**src/rtl/conv_output_collector.sv**
```systemverilog
// Collects convolver results into a small FIFO, tagging each with its output-map row/col.
// Optional macro CONV_COLLECTOR_RELU_EN clamps negative results to zero before storage.
module conv_output_collector #(
   parameter int DATA_WIDTH  = 16,
   parameter int IMAGE_SIZE  = 28,
   parameter int KERNEL_SIZE = 5,
   parameter int FIFO_DEPTH  = 8
) (
   input  logic                  clk,
   input  logic                  rstn,
   input  logic                  in_valid,
   input  logic [DATA_WIDTH-1:0] in_data,
   output logic                  out_valid,
   input  logic                  out_ready,
   output logic [DATA_WIDTH-1:0] out_data,
   output logic [4:0]            out_row,
   output logic [4:0]            out_col,
   output logic                  frame_done,
   output logic                  overflow,
   output logic                  busy
);

   localparam int OUT_SIZE = IMAGE_SIZE - KERNEL_SIZE + 1;
   localparam int PW       = $clog2(FIFO_DEPTH);
   localparam logic [4:0]  LAST_IDX = 5'(OUT_SIZE - 1);
   localparam logic [PW:0] DEPTH_C  = (PW+1)'(FIFO_DEPTH);

   typedef struct packed {
      logic [DATA_WIDTH-1:0] data;
      logic [4:0]            row;
      logic [4:0]            col;
      logic                  last;
   } entry_t;

   entry_t mem [FIFO_DEPTH];

   logic [PW-1:0] wr_ptr_reg, rd_ptr_reg;
   logic [PW:0]   count_reg, count_next;
   logic [4:0]    row_reg, row_next;
   logic [4:0]    col_reg, col_next;
   logic          overflow_reg, frame_done_reg;
   logic          empty, full, push, pop, last_tag;
   logic [DATA_WIDTH-1:0] stored_data;
   entry_t        head, push_entry;

   assign empty = (count_reg == '0);
   assign full  = (count_reg == DEPTH_C);
   assign pop   = !empty && out_ready;
   assign push  = in_valid && (!full || pop);

`ifdef CONV_COLLECTOR_RELU_EN
   assign stored_data = in_data[DATA_WIDTH-1] ? '0 : in_data;
`else
   assign stored_data = in_data;
`endif

   assign last_tag   = (row_reg == LAST_IDX) && (col_reg == LAST_IDX);
   assign push_entry = {stored_data, row_reg, col_reg, last_tag};

   // Geometry follows in_valid alone, so dropped samples still consume a position.
   always_comb begin
      row_next = row_reg;
      col_next = col_reg;
      if (in_valid) begin
         if (col_reg == LAST_IDX) begin
            col_next = '0;
            row_next = (row_reg == LAST_IDX) ? 5'd0 : row_reg + 5'd1;
         end else begin
            col_next = col_reg + 5'd1;
         end
      end
   end

   always_comb begin
      count_next = count_reg;
      case ({push, pop})
         2'b10:   count_next = count_reg + 1'b1;
         2'b01:   count_next = count_reg - 1'b1;
         default: count_next = count_reg;
      endcase
   end

   always_ff @(posedge clk or negedge rstn) begin
      if (!rstn) begin
         wr_ptr_reg     <= '0;
         rd_ptr_reg     <= '0;
         count_reg      <= '0;
         row_reg        <= '0;
         col_reg        <= '0;
         overflow_reg   <= 1'b0;
         frame_done_reg <= 1'b0;
      end else begin
         row_reg        <= row_next;
         col_reg        <= col_next;
         count_reg      <= count_next;
         frame_done_reg <= pop && head.last;
         if (push)
            wr_ptr_reg <= wr_ptr_reg + PW'(1);
         if (pop)
            rd_ptr_reg <= rd_ptr_reg + PW'(1);
         if (in_valid && full && !pop)
            overflow_reg <= 1'b1;
      end
   end

   // Storage carries no reset; the head is masked while the FIFO is empty.
   always_ff @(posedge clk) begin
      if (push)
         mem[wr_ptr_reg] <= push_entry;
   end

   assign head       = mem[rd_ptr_reg];
   assign out_valid  = !empty;
   assign out_data   = empty ? '0 : head.data;
   assign out_row    = empty ? '0 : head.row;
   assign out_col    = empty ? '0 : head.col;
   assign frame_done = frame_done_reg;
   assign overflow   = overflow_reg;
   assign busy       = (row_reg != '0) || (col_reg != '0) || !empty;

endmodule

```
**config.mk**
```make
export PLATFORM = sky130hd
export DESIGN_NAME = conv_output_collector
export DESIGN_NICKNAME = d
export VERILOG_FILES = /design/src/rtl/conv_output_collector.sv
export SDC_FILE = /design/constraint.sdc
export NUM_CORES = 1
export LEC_CHECK = 0
export CORE_MARGIN = 2
export CORE_UTILIZATION = 33
export CTS_BUF_LIST = sky130_fd_sc_hd__clkbuf_8
export CTS_CLUSTER_DIAMETER = 80
export DETAILED_ROUTE_END_ITERATION = 8
export GPL_ROUTABILITY_DRIVEN = 0
export PLACE_DENSITY = 0.46
export SLEW_MARGIN = 0
export SYNTH_ARGS = -nofsm -noshare
export SYNTH_HDL_FRONTEND = slang
export SYNTH_SLANG_ARGS = --single-unit
```
**constraint.sdc**
```tcl
create_clock -name clk -period 10.27 [get_ports clk]
set_input_delay 1.5405 -clock clk [delete_from_list [all_inputs] [get_ports clk]]
set_output_delay 1.5405 -clock clk [all_outputs]
set_load 0.005 [all_outputs]
```
# --- Word-level counts from Yosys, hierarchy flattened ---
# Memory sizes are Yosys's and may differ from the RTL's.
# Index checks and enable logic that the tools add are counted.
totals:
  regBits: 22
  ram_bits: 216
  input_bits: 20
  out_inout_bits: 30
  wordCells: 44
  mem_count: 1
op_classes:
  addsub: 6
  eq_ne: 5
  n_mux: 8
  n_reduce_logical: 17
memory_table:
  columns: ["memory", "depth", "width", "rd", "rd_ports_with_merged_regs", "write_ports", "line", "source"]
  rows:
  - ["mem", 8, 27, 1, 0, 1, "35", "entry_t mem [FIFO_DEPTH];"]
ops:
  columns: ["cell", "n"]
  rows:
  - ["5-bit two-way mux", 4]
  - ["16-bit two-way mux", 1]
  - ["5-bit by 1-bit adder with 5-bit output (second input constant)", 2]
  - ["5-bit equality test (second input constant)", 2]
  - ["5-bit nonzero test", 2]
  - ["4-bit case mux with 2 select lines", 1]
  - ["3-bit by 1-bit adder with 3-bit output (second input constant)", 2]
  - ["1-bit logical AND", 6]
  - ["4-bit by 1-bit adder with 4-bit output (second input constant)", 1]
  - ["4-bit equality test (second input constant)", 1]
  - ["4-bit logical NOT", 1]
  - ["4-bit by 1-bit subtractor with 4-bit output (second input constant)", 1]
  - ["1-bit logical NOT", 3]
  - ["1-bit logical OR", 3]
  - ["2-bit by 1-bit equality test with 1-bit output (second input constant)", 1]
  - ["2-bit equality test (second input constant)", 1]
  - ["1-bit two-way mux", 2]
  - ["2-bit AND reduction", 1]
  - ["2-bit nonzero test", 1]

# --- Depth between registers and ports, before layout ---
logic_depth:
  ltp_word: 7
  mapped_depth: 9
  ltp_nobuf: 8

# --- Worst setup path after synthesis ---
# No wires, ideal clock.
synth_path:
  path_kind: "input to register"
  startpoint: "in in_valid"
  endpoint: "mem mem[0][0] (netlist bit) (enable)"
  setup_time_ns: 0.479
  arrival_time_ns: 4.708
  required_ns: 9.791
  path_slack_ns: 5.083
  stages: 4
  n_path_buf: 2
  path_cell_list: "buf_2 -> clkbuf_1 -> nand2_1 -> nor4_1"
synth_between:
  elab_chain_cells: 3
synth_rtl:
  columns: ["item", "line", "source"]
  rows:
  - ["start: declaration", "11", "input logic in_valid,"]
  - ["1-bit logical AND", "49", "assign push = in_valid && (!full || pop);"]
  - ["1-bit two-way mux", "108", "if (push)"]
  - ["1-bit two-way mux (implied by the code)", "109", "mem[wr_ptr_reg] <= push_entry;"]
  - ["end: declaration", "35", null]
# No other way between the ends.

# --- Worst setup path in the final report ---
layout_path:
  startpoint: "reg rd_ptr_reg[0]"
  endpoint: "out out_data[8]"
layout_between:
  elab_chain_cells: 2
layout_rtl:
  columns: ["item", "line", "source"]
  rows:
  - ["start: declaration", "37", "logic [PW-1:0] wr_ptr_reg, rd_ptr_reg;"]
  - ["start signal: assignment", "100", "rd_ptr_reg <= rd_ptr_reg + PW'(1);"]
  - ["memory read 8 x 27 bit", null, null]
  - ["16-bit two-way mux", "114", "assign out_data = empty ? '0 : head.data;"]
  - ["end: declaration", "15", "output logic [DATA_WIDTH-1:0] out_data,"]
# No other way between the ends.

==> results.md <==
* Worst Setup Start Kind: flop
* H-tree depth at 2
* Min-Delay Path Depth at 1
* Synth area leaders: edfxtp_1 69%, mux4_2 13%, dfrtp_1 5.8%
* Initial antenna violation count at 0
* Die Wd at ~170 µm
* Final setup fails at 0
* Post-route ant nets at 0
* PwrDens at around 290 mW/mm²
* Syn-to-layout area delta at 18.9%
* Drt via density at roughly 4.8
* Sum Neg Setup Slack at 0 ns
* Dpl hpwl at 10.7 mm
* GRT Util Overall at 0.138
* RSZ-0062 raised after global routing: false
* Die area at around 0.03 mm²
* WL/cell at about 21 µm
* Final Hold Fails at 0
* Worst EP required at roughly 8.7 ns
* Cell area after layout at roughly 0.011 mm²
* FP Rows at just over 60
* Ys Warns at 0
* Clock Latency Late Sink at 0.53 ns
* Final min period at between 4 and 5 ns
* # clock sinks at roughly 240
* Clock slew at reported path FFs at approximately 0.05 ns
* Largest net degree at the start of global routing at 57
* CTS Buf Count at 42
* Crit Path Class: flop to output port
* Final std cells w/o fill at roughly 970
* Max-Cap Viols at 0
* Status: complete, no violations
* Layout cell share with drive strength beyond 1 at 0.236
* Syn_nets at 503
* Core area at 0.0279 mm²
* EDFF count, synth at approximately 220
* CTS tree: yes
* Register area share after synthesis at 0.746
* Post-synth top area cell: edfxtp_1
* Vias at 4649
* I/O pin cnt at 50
* Syn avg cell area at 19.8 µm²
* Leakage at around 0.0038 µW
* Max FFs per register at about 220
* Hold Buf Count CTS at 0
* Ys async rst share at 0.0924
* GRT overflow at 0
* Post-CTS sizing at 0
* Starting Density at 0.338
* FMAX at roughly 200 MHz
* DRT Pass-1 Iters at 4
* Clock root buffer: clkbuf_8
* Min-Delay Path Class: flop to flop
* Initial drt markers at approximately 240
* Synth top area share at 0.688
* Post-CTS Setup Bufs at 0
* Worst Path Arrival at 3.33 ns
* Worst-margin pin slew at about 1.1 ns
* Critical Path Sink Type: output port
* Max Buffers Root-to-Sink at 3
* N_diodes at 0
* Top cells by instance count after synthesis: 216 x edfxtp_1, 54 x mux4_2, 39 x nor2_1, 28 x mux2i_1, 22 x dfrtp_1
* R2R depth at 8
* Post-Syn Area at 0.00943 mm²
* Final Max Tran Viols at 0
* I/O Buffers at ~50
* Worst Clk Skew at between 0.01 and 0.015 ns
* Rel. slew slack at 0.237
* Synth Flop Type: edfxtp_1
* Worst vdd ir at between 0.00008 and 0.00009 V
* Vias in the first global route at between 5000 and 6000
* Drt total wl at about 20 mm
* Dpl cells at around 900
* Global-route wire length before repair at around 31 mm
* Hold WS at roughly 0.52 ns
* Worst-path maximum fanout at 42
* Nets@finish at between 500 and 600
* #FFs+latches synth at 238
* Mapped Cells at around 480
* Drt drc at 0
* Placed Instance Area at between 0.01 and 0.015 mm²
* Distinct cells, synth at 40
* Fin crit share at 0.475
* Overall power at 3210 µW
* Most common cell in the netlist: edfxtp_1
* Die Y at approximately 170 µm
## logic make-up (layout without fill, tap and decap cells)
family / after synthesis / after routing / share of synthesized area
flops: 238 / 238 / 0.746
mux: 86 / 86 / 0.163
simple gates: 86 / 86 / 0.0426
buf+inv: 30 / 143 / 0.0151
compound gates: 22 / 22 / 0.0167
fa+ha+maj: 7 / 7 / 0.00929
xor+xnor: 7 / 7 / 0.00650
## power by group
| group | leakage [µW] | total [µW] | switching (µW) | internal, µW |
|---|---|---|---|---|
| logic | 0.00109 | 923 | 395 | 528 |
| clock network | 0.000483 | 823 | 373 | 450 |
| registers | 0.00224 | 1470 | 208 | 1260 |
| total | 0.00382 | 3210 | 976 | 2240 |
## metal layers
layer / wire length (µm) / vias to the layer above / GRT usage
li1: - / 2079 / -
met5: 0 / - / 0
met3: 824 / 32 / 0.0310
met2: 9990 / 100 / 0.229
met4: 328 / 0 / 0.0381
met1: 9070 / 2438 / 0.182
## layout by cell type (no fill, tap or decap), types with 2 or more instances in the layout
| master | count |
|---|---|
| a21o_1 | 2 |
| a21oi_1 | 4 |
| buf_4 | 11 |
| bufinv_16 | 2 |
| clkbuf_8 | 44 |
| clkdlybuf4s50_1 | 49 |
| clkinv_2 | 7 |
| clkinvlp_4 | 3 |
| dfrtp_1 | 19 |
| dfrtp_4 | 2 |
| edfxtp_1 | 216 |
| ha_1 | 7 |
| inv_1 | 26 |
| mux2_2 | 4 |
| mux2i_1 | 28 |
| mux4_2 | 54 |
| nand2_1 | 17 |
| nand2b_1 | 5 |
| nand3_1 | 7 |
| nand4_1 | 2 |
| nand4b_1 | 2 |
| nor2_1 | 36 |
| nor2_2 | 3 |
| nor2b_1 | 3 |
| nor3_2 | 4 |
| nor4b_1 | 2 |
| o21ai_0 | 6 |
| xnor2_1 | 6 |
## path summary, 6_finish.rpt
kind                                      startpoint                   endpoint  slack, ns
max                        rd_ptr_reg[0]$_DFFE_PN0N_                out_data[8]       5.40
min                             overflow$_DFFE_PN0P_       overflow$_DFFE_PN0P_       0.52
max reg2reg                 count_reg[1]$_DFFE_PN0P_   count_reg[2]$_DFFE_PN0P_       7.13
min reg2reg                     overflow$_DFFE_PN0P_       overflow$_DFFE_PN0P_       0.52
max in group asynchronous                       rstn  rd_ptr_reg[0]$_DFFE_PN0N_       7.81
min in group asynchronous                       rstn     row_reg[3]$_DFFE_PN0P_       1.63
## critical path: stages (launching register included)
cell and delay (ns):
dfrtp_4 0.64, buf_4 0.79, mux4_2 0.62, mux2i_1 0.18, nor2_1 0.08, clkdlybuf4s50_1 0.49
## cell type report
type | instances | area [µm²]
Sequential cell | 238 | 7050
Clock inverter | 33 | 201
Fill cell | 2568 | 16700
Clock buffer | 44 | 606
Inverter | 6 | 22.5
Timing Repair Buffer | 60 | 573
Tap cell | 378 | 473
Multi-Input combinational cell | 208 | 2290
## per-stage QoR
stage	util	worst slack (ns)
detailed placement	0.373	5.82
floorplan	-	5.08
CTS	0.401	5.24
finish	0.401	5.40
global route	0.401	5.08
global placement	0.373	5.84
No activity file was read; power rests on OpenSTA's default activity.
==> RTL edit (config.mk and constraints unchanged) <==
One comparison of `count_reg` changes from == to >=.
--- a/src/rtl/conv_output_collector.sv
+++ b/src/rtl/conv_output_collector.sv
@@ -45,5 +45,5 @@
 
    assign empty = (count_reg == '0);
-   assign full  = (count_reg == DEPTH_C);
+   assign full  = (count_reg >= DEPTH_C);
    assign pop   = !empty && out_ready;
    assign push  = in_valid && (!full || pop);
Function: same outputs for any inputs over 4 cycles, from zero or initial values and one cycle with rstn low; that may be too few to reach the edited logic, so the function may still have changed.
==> RTL edit against the unedited design <==
- synthesized cell count fell by 4.4%
- final area fell by 0.66%
- wire length fell by 4.5%
- area after synthesis fell by 0.32%
- power fell by 2.0%
- setup slack got worse by 0.063 ns
- critical endpoint is now out_col[1]
- largest cell class unchanged
- clock skew rose by 0.0075 ns
- combinational power fell by 1%
- sequential cell count did not move
- maximum frequency fell by 1.3%
- final cell count fell by 1.9%
==> RTL edit: results (changes against the unedited design) <==
worst setup margin 5.333 ns (was 5.396 ns); Final #Nets 571 (was 583); multi-input gate count 192 (was 208); first-pass GRT wire length 29.43 mm (was 31.03 mm); worst path arrival time 3.40 ns (was 3.33 ns); Signal buffers 61 (was 60); Total GRT Usage 0.1311 (was 0.1376); met2 Use GR 0.2179 (was 0.2288); outcome finished, final reports clean (unchanged); worst r2r src count_reg[3] (was count_reg[1]); reg2reg setup slack 7.58 ns (was 7.13 ns); Signal inverters 7 (was 6); multi-input logic area 2235 um^2 (was 2292 um^2); WL final 19.31 mm (was 20.22 mm); top cells by area, synth edfxtp_1 69%, mux4_2 13%, dfrtp_1 5.9%, mux2i_1 3.1%, nor2_1 1.5% (was edfxtp_1 69%, mux4_2 13%, dfrtp_1 5.8%, mux2i_1 3.0%, nor2_1 1.6%); Post-synth top cells 216 x edfxtp_1, 54 x mux4_2, 37 x nor2_1, 29 x mux2i_1, 22 x dfrtp_1 (was 216 x edfxtp_1, 54 x mux4_2, 39 x nor2_1, 28 x mux2i_1, 22 x dfrtp_1); Slew @ Worst Pin 0.9665 ns (was 1.141 ns); Via density 4.715 (was 4.808); Cell variety after synth 35 (was 40); PD cells 282.6 nW/um^2 (was 286.4 nW/um^2); Initial DRC Count 296 (was 235); NonClk Buf Share 0.05212 (was 0.05110); total nets after synthesis 484 (was 503); Avg Inst Size Synth 20.66 um^2 (was 19.81 um^2); complex-gate fraction of the synthesized area 0.005059 (was 0.01672); placed inst area 10360 um^2 (was 10410 um^2); metal1 wirelength 8.836 mm (was 9.069 mm); R2R depth 12 (was 8); met1 usage 0.1729 (was 0.1821); WL met2 9.371 mm (was 9.993 mm); CP max FO 46 (was 42); Setup Skew 0.02032 ns (was 0.01279 ns)
[RTL edit: cell count changes in the layout (fill, tap and decap cells not counted), sizes merged, moves of 2 or more]
cell	unedited run	this run
nand2	17	11
nand4b	2	0
o21ai	6	4
ha	7	9
clkinv	8	13
nor3	5	3
xor2	1	5
nor2	39	37
nor4b	2	4
and3	0	2
clkinvlp	3	0
a21o	2	0
inv	26	21
a21oi	4	1
[RTL edit: critical path: stages, from the launching register on]
cell and delay (ns):
dfrtp_4 0.55, buf_4 0.80, mux4_2 0.59, mux2i_1 0.37, nor2_1 0.08, clkdlybuf4s50_1 0.46
[RTL edit: where the power goes]
| part | total, W | internal, W | switching, W |
|---|---|---|---|
| logic | 0.000910 | 0.000518 | 0.000392 |
| clock network | 0.000810 | 0.000446 | 0.000364 |
| registers | 0.00143 | 0.00125 | 0.000176 |
